`src/rtl/aes_core_arbiter.sv`:
```
// aes_core_arbiter: round-robin arbiter/sequencer sharing one aes_core between NREQ requesters.
// Ports: clk/rst_n (async active-low); req_valid/req_ready plus per-requester req_key/req_data/req_size/req_dec
// job channel; rsp_valid/rsp_ready plus shared rsp_data/rsp_timeout response channel; core_load/core_key/
// core_data/core_size/core_dec drive the core; core_result/core_busy come back from it.
module aes_core_arbiter #(
  parameter int NREQ    = 2,
  parameter int TIMEOUT = 64
) (
  input  logic                 clk,
  input  logic                 rst_n,
  input  logic [NREQ-1:0]      req_valid,
  output logic [NREQ-1:0]      req_ready,
  input  logic [256*NREQ-1:0]  req_key,
  input  logic [128*NREQ-1:0]  req_data,
  input  logic [2*NREQ-1:0]    req_size,
  input  logic [NREQ-1:0]      req_dec,
  output logic [NREQ-1:0]      rsp_valid,
  input  logic [NREQ-1:0]      rsp_ready,
  output logic [127:0]         rsp_data,
  output logic                 rsp_timeout,
  output logic                 core_load,
  output logic [255:0]         core_key,
  output logic [127:0]         core_data,
  output logic [1:0]           core_size,
  output logic                 core_dec,
  input  logic [127:0]         core_result,
  input  logic                 core_busy
);
  localparam int IW = $clog2(NREQ);
  typedef enum logic [2:0] {IDLE, LOAD, ARM, RUN, RESP} state_t;
  state_t r_state, w_next;
  logic [IW-1:0] r_ptr, r_gnt, w_gnt, w_idx, w_ptr_nxt;
  logic w_found, w_done, w_tmo, w_acc;
  logic [7:0] r_cnt;
  logic [127:0] r_rsp_data, r_data;
  logic [255:0] r_key;
  logic [1:0] r_size;
  logic r_rsp_timeout, r_dec;
  // first valid requester at or after ptr, searching upward with wrap
  always_comb begin
    w_found = 1'b0;
    w_gnt = '0;
    w_idx = '0;
    for (int k = 0; k < NREQ; k++) begin
      w_idx = IW'((int'(r_ptr) + k) % NREQ);
      if (!w_found && req_valid[w_idx]) begin
        w_found = 1'b1;
        w_gnt = w_idx;
      end
    end
  end
  // completion beats the watchdog when both happen in the same cycle
  assign w_done = (r_state == RUN) && !core_busy;
  assign w_tmo = (r_state == RUN) && core_busy && (r_cnt == 8'(TIMEOUT - 1));
  assign w_acc = (r_state == RESP) && rsp_ready[r_gnt];
  assign w_ptr_nxt = (r_gnt == IW'(NREQ - 1)) ? '0 : r_gnt + IW'(1);
  always_comb begin
    w_next = r_state;
    case (r_state)
      IDLE: w_next = w_found ? LOAD : IDLE;
      LOAD: w_next = ARM;
      ARM: w_next = RUN;
      RUN: w_next = (w_done || w_tmo) ? RESP : RUN;
      RESP: w_next = w_acc ? IDLE : RESP;
      default: w_next = IDLE;
    endcase
  end
  always_ff @(posedge clk or negedge rst_n)
    if (!rst_n) r_state <= IDLE;
    else r_state <= w_next;
  always_ff @(posedge clk or negedge rst_n) begin
    if (!rst_n) begin
      r_ptr <= '0;
      r_gnt <= '0;
      r_cnt <= '0;
      r_rsp_data <= '0;
      r_rsp_timeout <= 1'b0;
      r_key <= '0;
      r_data <= '0;
      r_size <= '0;
      r_dec <= 1'b0;
    end else begin
      if (r_state == IDLE && w_found) begin
        r_gnt <= w_gnt;
        r_key <= req_key[256*w_gnt +: 256];
        r_data <= req_data[128*w_gnt +: 128];
        r_size <= req_size[2*w_gnt +: 2];
        r_dec <= req_dec[w_gnt];
      end
      r_cnt <= (r_state == ARM) ? 8'd0 : (r_state == RUN) ? r_cnt + 8'd1 : r_cnt;
      if (w_done) begin
        r_rsp_data <= core_result;
        r_rsp_timeout <= 1'b0;
      end else if (w_tmo) begin
        r_rsp_data <= '0;
        r_rsp_timeout <= 1'b1;
      end
      if (w_acc) r_ptr <= w_ptr_nxt;
    end
  end
  // decoded from state so reset drops them without waiting for a clock
  assign req_ready = (r_state == IDLE && w_found) ? (NREQ'(1) << w_gnt) : '0;
  assign rsp_valid = (r_state == RESP) ? (NREQ'(1) << r_gnt) : '0;
  assign core_load = (r_state == LOAD);
  assign rsp_data = r_rsp_data;
  assign rsp_timeout = r_rsp_timeout;
  assign core_key = r_key;
  assign core_data = r_data;
  assign core_size = r_size;
  assign core_dec = r_dec;
endmodule

```
`config.mk`:
```
export PLATFORM = sky130hd
export DESIGN_NAME = aes_core_arbiter
export DESIGN_NICKNAME = d
export VERILOG_FILES = /design/src/rtl/aes_core_arbiter.sv
export SDC_FILE = /design/constraint.sdc
export NUM_CORES = 1
export LEC_CHECK = 0
export ABC_AREA = 1
export CELL_PAD_IN_SITES_DETAIL_PLACEMENT = 0
export CELL_PAD_IN_SITES_GLOBAL_PLACEMENT = 2
export CORE_AREA = 2 2 552 554
export CTS_CLUSTER_SIZE = 20
export DETAILED_ROUTE_END_ITERATION = 16
export DIE_AREA = 0 0 554 556
export PLACE_DENSITY = 0.51
export SLEW_MARGIN = 20
export SYNTH_ARGS = -nofsm -noshare
export SYNTH_HDL_FRONTEND = slang
export SYNTH_SLANG_ARGS = --single-unit
```
`constraint.sdc`:
```
create_clock -name clk -period 1.4 [get_ports clk]
set_input_delay 0.28 -clock clk [delete_from_list [all_inputs] [get_ports clk]]
set_output_delay 0.28 -clock clk [all_outputs]
set_load 0.005 [all_outputs]
```
Yosys cells after proc, flatten, opt, wreduce, memory -nomap -nowiden
Index checks and enable logic that the tools add are counted.

storage, ports and cells
  logic and storage cells = 64
  output and inout port bits = 521
  input bits = 909
  register bits after elaboration = 529

operators by class
  magnitude comparators = 4
  reduce and logical (&&, ||, !) cells = 12
  mux-type cells = 25
  shifts and indexed selects = 5
  $add $sub $neg = 3
  equality and inequality tests = 5

operator list
  kind                   number
  $shiftx A512 B10 Y256  1
  $mux W128              2
  $shiftx A256 B9 Y128   1
  $mux W1                16
  $mux W8                2
  $pmux W3 S5            1
  $add A8 B1 Y8 const B  1
  $eq A8 B6 Y1 const B   1
  $lt A1 B2 Y1 const B   4
  $eq A3 B2 Y1 const B   2
  $logic_and A1 B1 Y1    6
  $mux W3                2
  $mux W2                2
  $reduce_bool A2 Y1     2
  $shiftx A4 B3 Y2       1
  $shl A1 B1 Y2 const A  2
  $eq A3 B1 Y1 const B   1
  $eq A3 B3 Y1 const B   1
  $logic_not A3 Y1       1
  $add A1 B1 Y1 const B  2
  $logic_not A1 Y1       2
  $logic_or A1 B1 Y1     1

Longest topological paths before layout
Gate-level depths: netlist of the first run.

  depth in word-level cells = 8
  depth in mapped cells = 10
  mapped depth without buffers = 8

Least setup slack after synthesis of the first run
Ideal clock, no wire load.

  path type = flip-flop to output port
  start point = register r_state[0]
  end point = output port req_ready[0]
  cell stages (with the launch flop) = 8
  path slack = -0.116 ns
  buffers on the path = 2
  data required time = 1.120 ns
  data arrival time = 1.236 ns
  cell sequence = dfrtp_1 nor2_2 nand2_1 nor2_2 inv_2 buf_4 clkbuf_1 nor2_1

on the way
  word-level cells in the longest chain between the ends = 3

RTL lines
  item                    RTL line  text
  start, declared         31        state_t r_state, w_next;
  start signal, assigned  70        else r_state <= w_next;
  $logic_not A3 Y1        102       assign req_ready = (r_state == IDLE && w_found) ? (NREQ'(1) << w_gnt) : '0;
  $logic_and A1 B1 Y1     102
  $mux W2                 102
  end, declared           12        output logic [NREQ-1:0] req_ready,

Every way passes these cells.

Worst setup path after layout of the first run
  start point = register r_state[1]
  end point = output port req_ready[0]

Same word-level chain as after synthesis.

==> results of run 1 <==
[power by group]
group / switching (W) / internal, W / leakage [nW]
Combinational: 0.0272 / 0.0267 / 18.2
Clock: 0.00855 / 0.0126 / 1.31
Sequential: 0.00625 / 0.0226 / 6.57
[per-stage QoR]
step                utilization  instance area (um2)  worst slack, ns  setup TNS [ns]  total power, W
floorplan                     -                25250         -0.02461          -2.901         0.04107
global placement         0.1561                47160          -0.9895         -366.51         0.07839
detailed placement       0.1561                47160          -0.9755         -365.01         0.07828
CTS                      0.1696                51240          -0.8675         -351.71          0.1034
global route             0.1742                52610          -0.8670         -415.18          0.1106
finish                   0.1743                52640          -0.7576         -328.78          0.1039
[how the worst max path moves through the flow]
stage	start	slack [ns]	to	cells after the start
detailed placement	req_valid[1]	-0.98	req_ready[1]	6
CTS	r_state[0]	-0.87	req_ready[0]	7
finish	r_state[1]	-0.76	req_ready[0]	7
global route	r_state[1]	-0.87	req_ready[0]	7
global placement	req_valid[1]	-0.99	req_ready[1]	6
floorplan	r_state[1]	-0.02	req_ready[0]	7
[worst max-delay path, cell delays in order, from the launching register on]
cell and delay (ns):
dfrtp_1 0.38, nor2_2 0.15, nand2_2 0.10, nor2_4 0.11, buf_12 0.12, inv_8 0.04, nor2_4 0.09, buf_6 0.10
[area by class of cell]
class                      count  share of cell area
sequential                   529              0.2523
clock inverter                20            0.004991
inverter                      19            0.001687
clock buffer                 123             0.04556
antenna                       23            0.001093
multi-input combinational   2777              0.2201
tap                         3978             0.09455
timing repair buffer        1913              0.3797
[flip-flops by register name, summed over array words and instances, names as in the netlist]
register / flops
core_data: 128
core_dec: 1
core_key: 256
core_size: 2
r_cnt: 8
r_gnt: 1
r_ptr: 1
r_state: 3
rsp_data: 128
rsp_timeout: 1
[repair_timing]
| item | in CTS | in global routing |
|---|---|---|
| gates cloned | 18 | 9 |
| resized for setup | 2075 | 272 |
| pin swaps | 12 | 93 |
| setup buffers | 119 | 27 |
| setup endpoints to repair | 1040 | 1046 |
| endpoints found under the hold margin | 532 | 0 |
| hold buffers | 45 | 0 |
[cells in the final DEF, fill, tap and decap left out, drive strengths merged, types with 13 or more instances in the layout]
cell type      count
diode             23
clkbuf           132
dlygate4sd3       45
inv               22
nand2           2606
nand3            137
nor2              20
clkinv            13
clkdlybuf4s50    907
dfrtp            529
buf              948
[cells by family (layout without fill, tap and decap cells)]
kind of cell | after synthesis | in the layout | share of synthesized area
buffers and inverters | 232 | 2075 | 0.04915
and+or+nand+nor | 2765 | 2765 | 0.4209
adders and majority gates | 1 | 1 | 0.0004979
DFF | 529 | 529 | 0.5268
other | 0 | 23 | 0
AOI/OAI and AO/OA | 11 | 11 | 0.002639
[layer usage]
layer,vias to the layer above,share of wire
li1,14320,-
met1,14600,0.43
met2,1318,0.44
met3,279,0.10
met4,92,0.018
met5,-,0.0025
==> results.md, run 1 <==
* I/O Pins at 1430
* Min-delay src: core_result[75]
* Reg-to-reg slack, setup at -0.65 ns
* Vias in the first global route at 31.52k
* CTS Root Cell: clkbuf_16
* Residual DRC at 0
* DRT iter0 DRCs at 1941
* Num CTS Buffers at 84
* Yosys reg bits at 529
* Slew @ Worst Pin at 0.7983 ns
* Initial Utilization at 0.08320
* First-pass iteration count of the detailed router at 5
* Post-synthesis sequential area ratio at 0.5268
* Routed Antenna Nets at 0
* P per Cell Area at 1974 nW/um2
* Worst R2R Path Depth at 13
* Die Wd at 554 um
* Core box area at 302000 um2
* Number of enable flip-flop cells after synthesis at 0
* Routed len/inst at 24.94 um
* Largest net degree at the start of global routing at 59
* Fillcell total at 34.21k
* Max_cap viols at 0
* F_max at 0.4635 GHz
* Post-synth top area cell: dfrtp_1
* H-tree levels at 3
* GR peak layer: met2
* Row count at 202
* Die height at 556 um
* Distinct cells, synth at 23
* Worst VDD drop at 0.0008504 V
* Fin crit share at 1.541
* Rel. slew slack at 0.4660
* R2R Path Start: r_state[1]
* Area grow syn2layout at 109.5%
* Synth top area cells: dfrtp_1, nand2_1, buf_2
* Sink Count at 529
* Pleak at 26.04 nW
* Post-synthesis async set-or-reset flop share at 1.000
* Finished Layout Cells at 9382
* Final wirelength at 234000 um
* Commonest cells in the netlist: nand2_1, dfrtp_1, buf_2
* Met3 GRT Util at 0.06585
* IO Port Bufs at 1429
* Top_reg_cell synth: dfrtp_1
* Kind of critical path: reg2out
* Vias post-DR at 30.61k
* Met1 global-route usage at 0.1848
* DPL Wire Length at 193100 um
* Crit Path Max Fanout at 3
* Global Route Usage Sum at 0.1462
* CTS tree: done
* Layout cells sized above 1 at 0.2474
* Register area at 13280 um2
* GRT met2 Usage at 0.2289
* Crit end category: output port
* Critical path arrival at 1.88 ns
* First-pass GRT wire length at 303600 um
* Startpoint types: register
* RePlAce Congestion at 0.9075
* Number of warnings issued by yosys at 0
* Status: complete, but fails checks
* CTS clk-pin slew, worst paths at 0.05 ns
* Multi-input gate area at 11590 um2
* FF-to-FF End: core_key[212]
* Slew Limit Fails at 0
* Net Count, Synth at 4448
* Min setup slack post-route at -0.7576 ns
* Final Hold Fails at 0
* Placed instance count at 9006
* Remaining Overflow, GRT at 0
* Clk Latency, worst-skew pair at 0.79 ns
* RSZ-0062 raised after global routing: yes
* Number of vias per cell at 3.262
* Count leader, synth: nand2_1
* Hold WC Path Type: in2reg
* Final hold slack at 0.07399 ns
* Mean Syn Cell Area at 7.102 um2
* Fin crit period at 2.158 ns
* Share of the synthesized area in the top cell type at 0.5268
* Initial antenna violation count at 108
* Cell Area, Synth at 25130 um2
* Failing checks: setup timing
* Setup Skew at 0.04554 ns
* Worst Path Required at 1.12 ns
* Mapped Cells at 3538
* Die area at 308000 um2
* Hold EP: rsp_data[75]
* CTS Buffer Depth at 4
* Endpoints failing setup at 1044
* NumNets Final at 6234
* WHS Path Cells at 3
No activity file was read; power rests on OpenSTA's default activity.
==> run 2: changes to the inputs <==
--- a/config.mk
+++ b/config.mk
@@ -8,11 +8,12 @@
 export ABC_AREA = 1
 export CELL_PAD_IN_SITES_DETAIL_PLACEMENT = 0
 export CELL_PAD_IN_SITES_GLOBAL_PLACEMENT = 2
-export CORE_AREA = 2 2 552 554
+export CORE_AREA = 2 2 554 556
 export CTS_CLUSTER_SIZE = 20
 export DETAILED_ROUTE_END_ITERATION = 16
-export DIE_AREA = 0 0 554 556
-export PLACE_DENSITY = 0.51
+export DIE_AREA = 0 0 556 558
+export PLACE_DENSITY = 0.49
+export RECOVER_POWER = 25
 export SLEW_MARGIN = 20
 export SYNTH_ARGS = -nofsm -noshare
 export SYNTH_HDL_FRONTEND = slang
==> constraint.sdc (replaced) <==
create_clock -name clk -period 2.4 [get_ports clk]
set_input_delay 0.48 -clock clk [delete_from_list [all_inputs] [get_ports clk]]
set_output_delay 0.48 -clock clk [all_outputs]
set_load 0.005 [all_outputs]
==> results.md, run 2 (synthesized netlist as in run 1, its figures left out) <==
* Status: completed
* P per Cell Area at 1108 nW/um2 (-44%)
* First-pass iteration count of the detailed router at 5 (unchanged)
* CTS Buffer Depth at 4 (unchanged)
* Number of vias per cell at 3.194 (-2.1%)
* Final Hold Fails at 0 (unchanged)
* R2R Path Start: r_ptr
* Sink Count at 529 (unchanged)
* Area grow syn2layout at 90.66%
* RePlAce Congestion at 0.8592 (-5.3%)
* Crit. path cell count at 6 (-1)
* Crit end category: output port
* Remaining Overflow, GRT at 0 (unchanged)
* CTS clk-pin slew, worst paths at 0.06 ns (about the same)
* Endpoints failing setup at 0 (-100%)
* Worst Path Required at 1.92 ns (+0.80 ns)
* FF-to-FF End: core_data[89]
* RSZ-0062 raised after global routing: yes
* DPL Wire Length at 177000 um (-8.3%)
* Residual DRC at 0 (unchanged)
* Vias post-DR at 29.09k (-5.0%)
* Reg-to-reg slack, setup at 0.19 ns (+0.84 ns)
* Number of flip-flops under the largest register name at 256 (unchanged)
* Kind of critical path: reg2out
* Largest net degree at the start of global routing at 77 (+31%)
* Worst R2R Path Depth at 12 (-1)
* Startpoint types: register
* Finished Layout Cells at 9106 (-2.9%)
* Crit Path Max Fanout at 2 (-1)
* Final hold slack at 0.2219 ns (+0.1479 ns)
* Critical Path End: req_ready[0]
* CP peak stage delay at 0.40 ns (+0.02 ns)
* Worst VDD drop at 0.0005498 V (-35%)
* Vias in the first global route at 30.00k (-4.8%)
* Area after DPL at 45160 um2 (-4.2%)
* Clk Latency, worst-skew pair at 0.79 ns (about the same)
* Placed instance count at 8927 (-0.88%)
* First-pass GRT wire length at 278900 um (-8.2%)
* Layout cells sized above 1 at 0.06342 (-0.1839)
* CP max-delay cell: dfrtp_1
* Rel. slew slack at 0.03827 (-0.4278)
* Core box area at 304500 um2 (+0.83%)
* Fin area at 47910 um2 (-9.0%)
* IO Port Bufs at 1429 (unchanged)
* DRT iter0 DRCs at 1841 (-5.2%)
* Final wirelength at 212900 um (-9.0%)
* Initial antenna violation count at 144 (+33%)
* Initial Utilization at 0.08251 (-0.0006860)
* Slew Limit Fails at 0 (unchanged)
* Final Total Pwr at 0.05306 W (-49%)
* Max_cap viols at 0 (unchanged)
* H-tree levels at 3 (unchanged)
* Fin crit share at 0.9730
* Setup Skew at 0.07851 ns (+0.03297 ns)
* CTS Root Cell: clkbuf_16
* Global Route Usage Sum at 0.1319 (-0.01433)
* Critical path arrival at 1.86 ns (-0.02 ns)
* Critical path cell sequence: nor2_4 > nand2_4 > nor2_4 > inv_8 > nor2_4 > buf_2
* Worst path bufs/invs at 2 (-1)
* Most frequent cells in the layout: nand2_1, clkdlybuf4s50_1, dfrtp_1
* CP Launch Point: r_state[0]
* CP dominant cell by count: nor2_4
* Die height at 558 um (+0.36%)
* Fin crit period at 2.335 ns
* Register area at 13250 um2 (-0.24%)
* Crit path max-delay family: simple AND/OR/NAND/NOR gates
* Routed len/inst at 23.38 um (-6.3%)
* Final Core Density at 0.1573 (-0.01699)
* Commonest non-fill, non-tap cell in the layout: nand2_1
* CTS tree: done
* WHS Path Cells at 3 (unchanged)
* Slew @ Worst Pin at 1.443 ns (+0.6443 ns)
* F_max at 0.4282 GHz
* Fillcell total at 34.83k (+1.8%)
* Pleak at 22.45 nW (-14%)
* I/O Pins at 1430 (unchanged)
* Multi-input gate area at 10730 um2 (-7.4%)
* Die area at 310200 um2 (+0.72%)
* Num CTS Buffers at 83 (-1.2%)
* Hold WC Path Type: in2reg
* Die Wd at 556 um (+0.36%)
* Row count at 203 (+0.50%)
* NumNets Final at 5929 (-4.9%)
* Routed Antenna Nets at 0 (unchanged)
## run 2: cell count changes in the layout (fill, tap and decap cells not counted), moves of 129 or more
cell	previous run	this run
buf_12	176	40
buf_2	238	4
buf_4	295	111
buf_6	197	3
clkdlybuf4s50_1	907	1397
nand2_1	2406	2600
nand2_2	131	2
## run 2: worst min-delay path by stage
stage | to | from | slack (ns)
2_1_floorplan | core_data[0] | rst_n | 0.18
3_5_place_dp | core_data[114] | core_data[114] | 0.46
3_3_place_gp | core_key[54] | core_key[54] | 0.46
5_1_grt | rsp_data[49] | core_result[49] | 0.18
4_1_cts | rsp_data[49] | core_result[49] | 0.13
6_report | rsp_data[49] | core_result[49] | 0.22
## run 2: area by class of cell
type                            count  share of cell area
Sequential cell                   529              0.2766
Clock inverter                     20            0.006007
Inverter                           19            0.001854
Tap cell                         3997              0.1044
Clock buffer                      123             0.05088
Antenna cell                       32            0.001671
Timing Repair Buffer             1609              0.3347
Multi-Input combinational cell   2777              0.2239
## run 2: metrics by stage
stage | worst slack [ns] | TNS (ns)
after floorplan | 0.6844 | 0
after global placement | -0.2518 | -29.64
after detailed placement | -0.2705 | -29.14
after CTS | -0.1038 | -0.1038
after global routing | -0.06329 | -0.5922
final | 0.06477 | 0
## run 2: where the power goes
part           switching, W  total [W]  internal (W)
Sequential          0.00283     0.0160        0.0131
Clock               0.00500     0.0126       0.00764
Combinational        0.0126     0.0245        0.0119
Total                0.0204     0.0531        0.0326
## run 2: per-layer routing
metal | GRT usage | up-vias | share of wire
met2 | 0.2089 | 1338 | 0.44
met5 | 0 | - | 0.0021
met4 | 0.02179 | 72 | 0.016
met3 | 0.05932 | 283 | 0.11
met1 | 0.1653 | 13690 | 0.42
li1 | - | 13710 | -
## run 2: timing repair
item	CTS	global route
setup endpoints to repair	36	7
setup buffers	4	2
pin swaps	6	3
gates resized for setup	67	5
cloned	0	0
hold buffers	1	0
hold endpoints to repair	121	0
## run 2: worst register-to-register path, delay by kind of cell (launching register included)
family	cells	cell delay (ns)
buffers and inverters	6	1.15
AND/OR/NAND/NOR	6	0.50
flip-flops	1	0.43
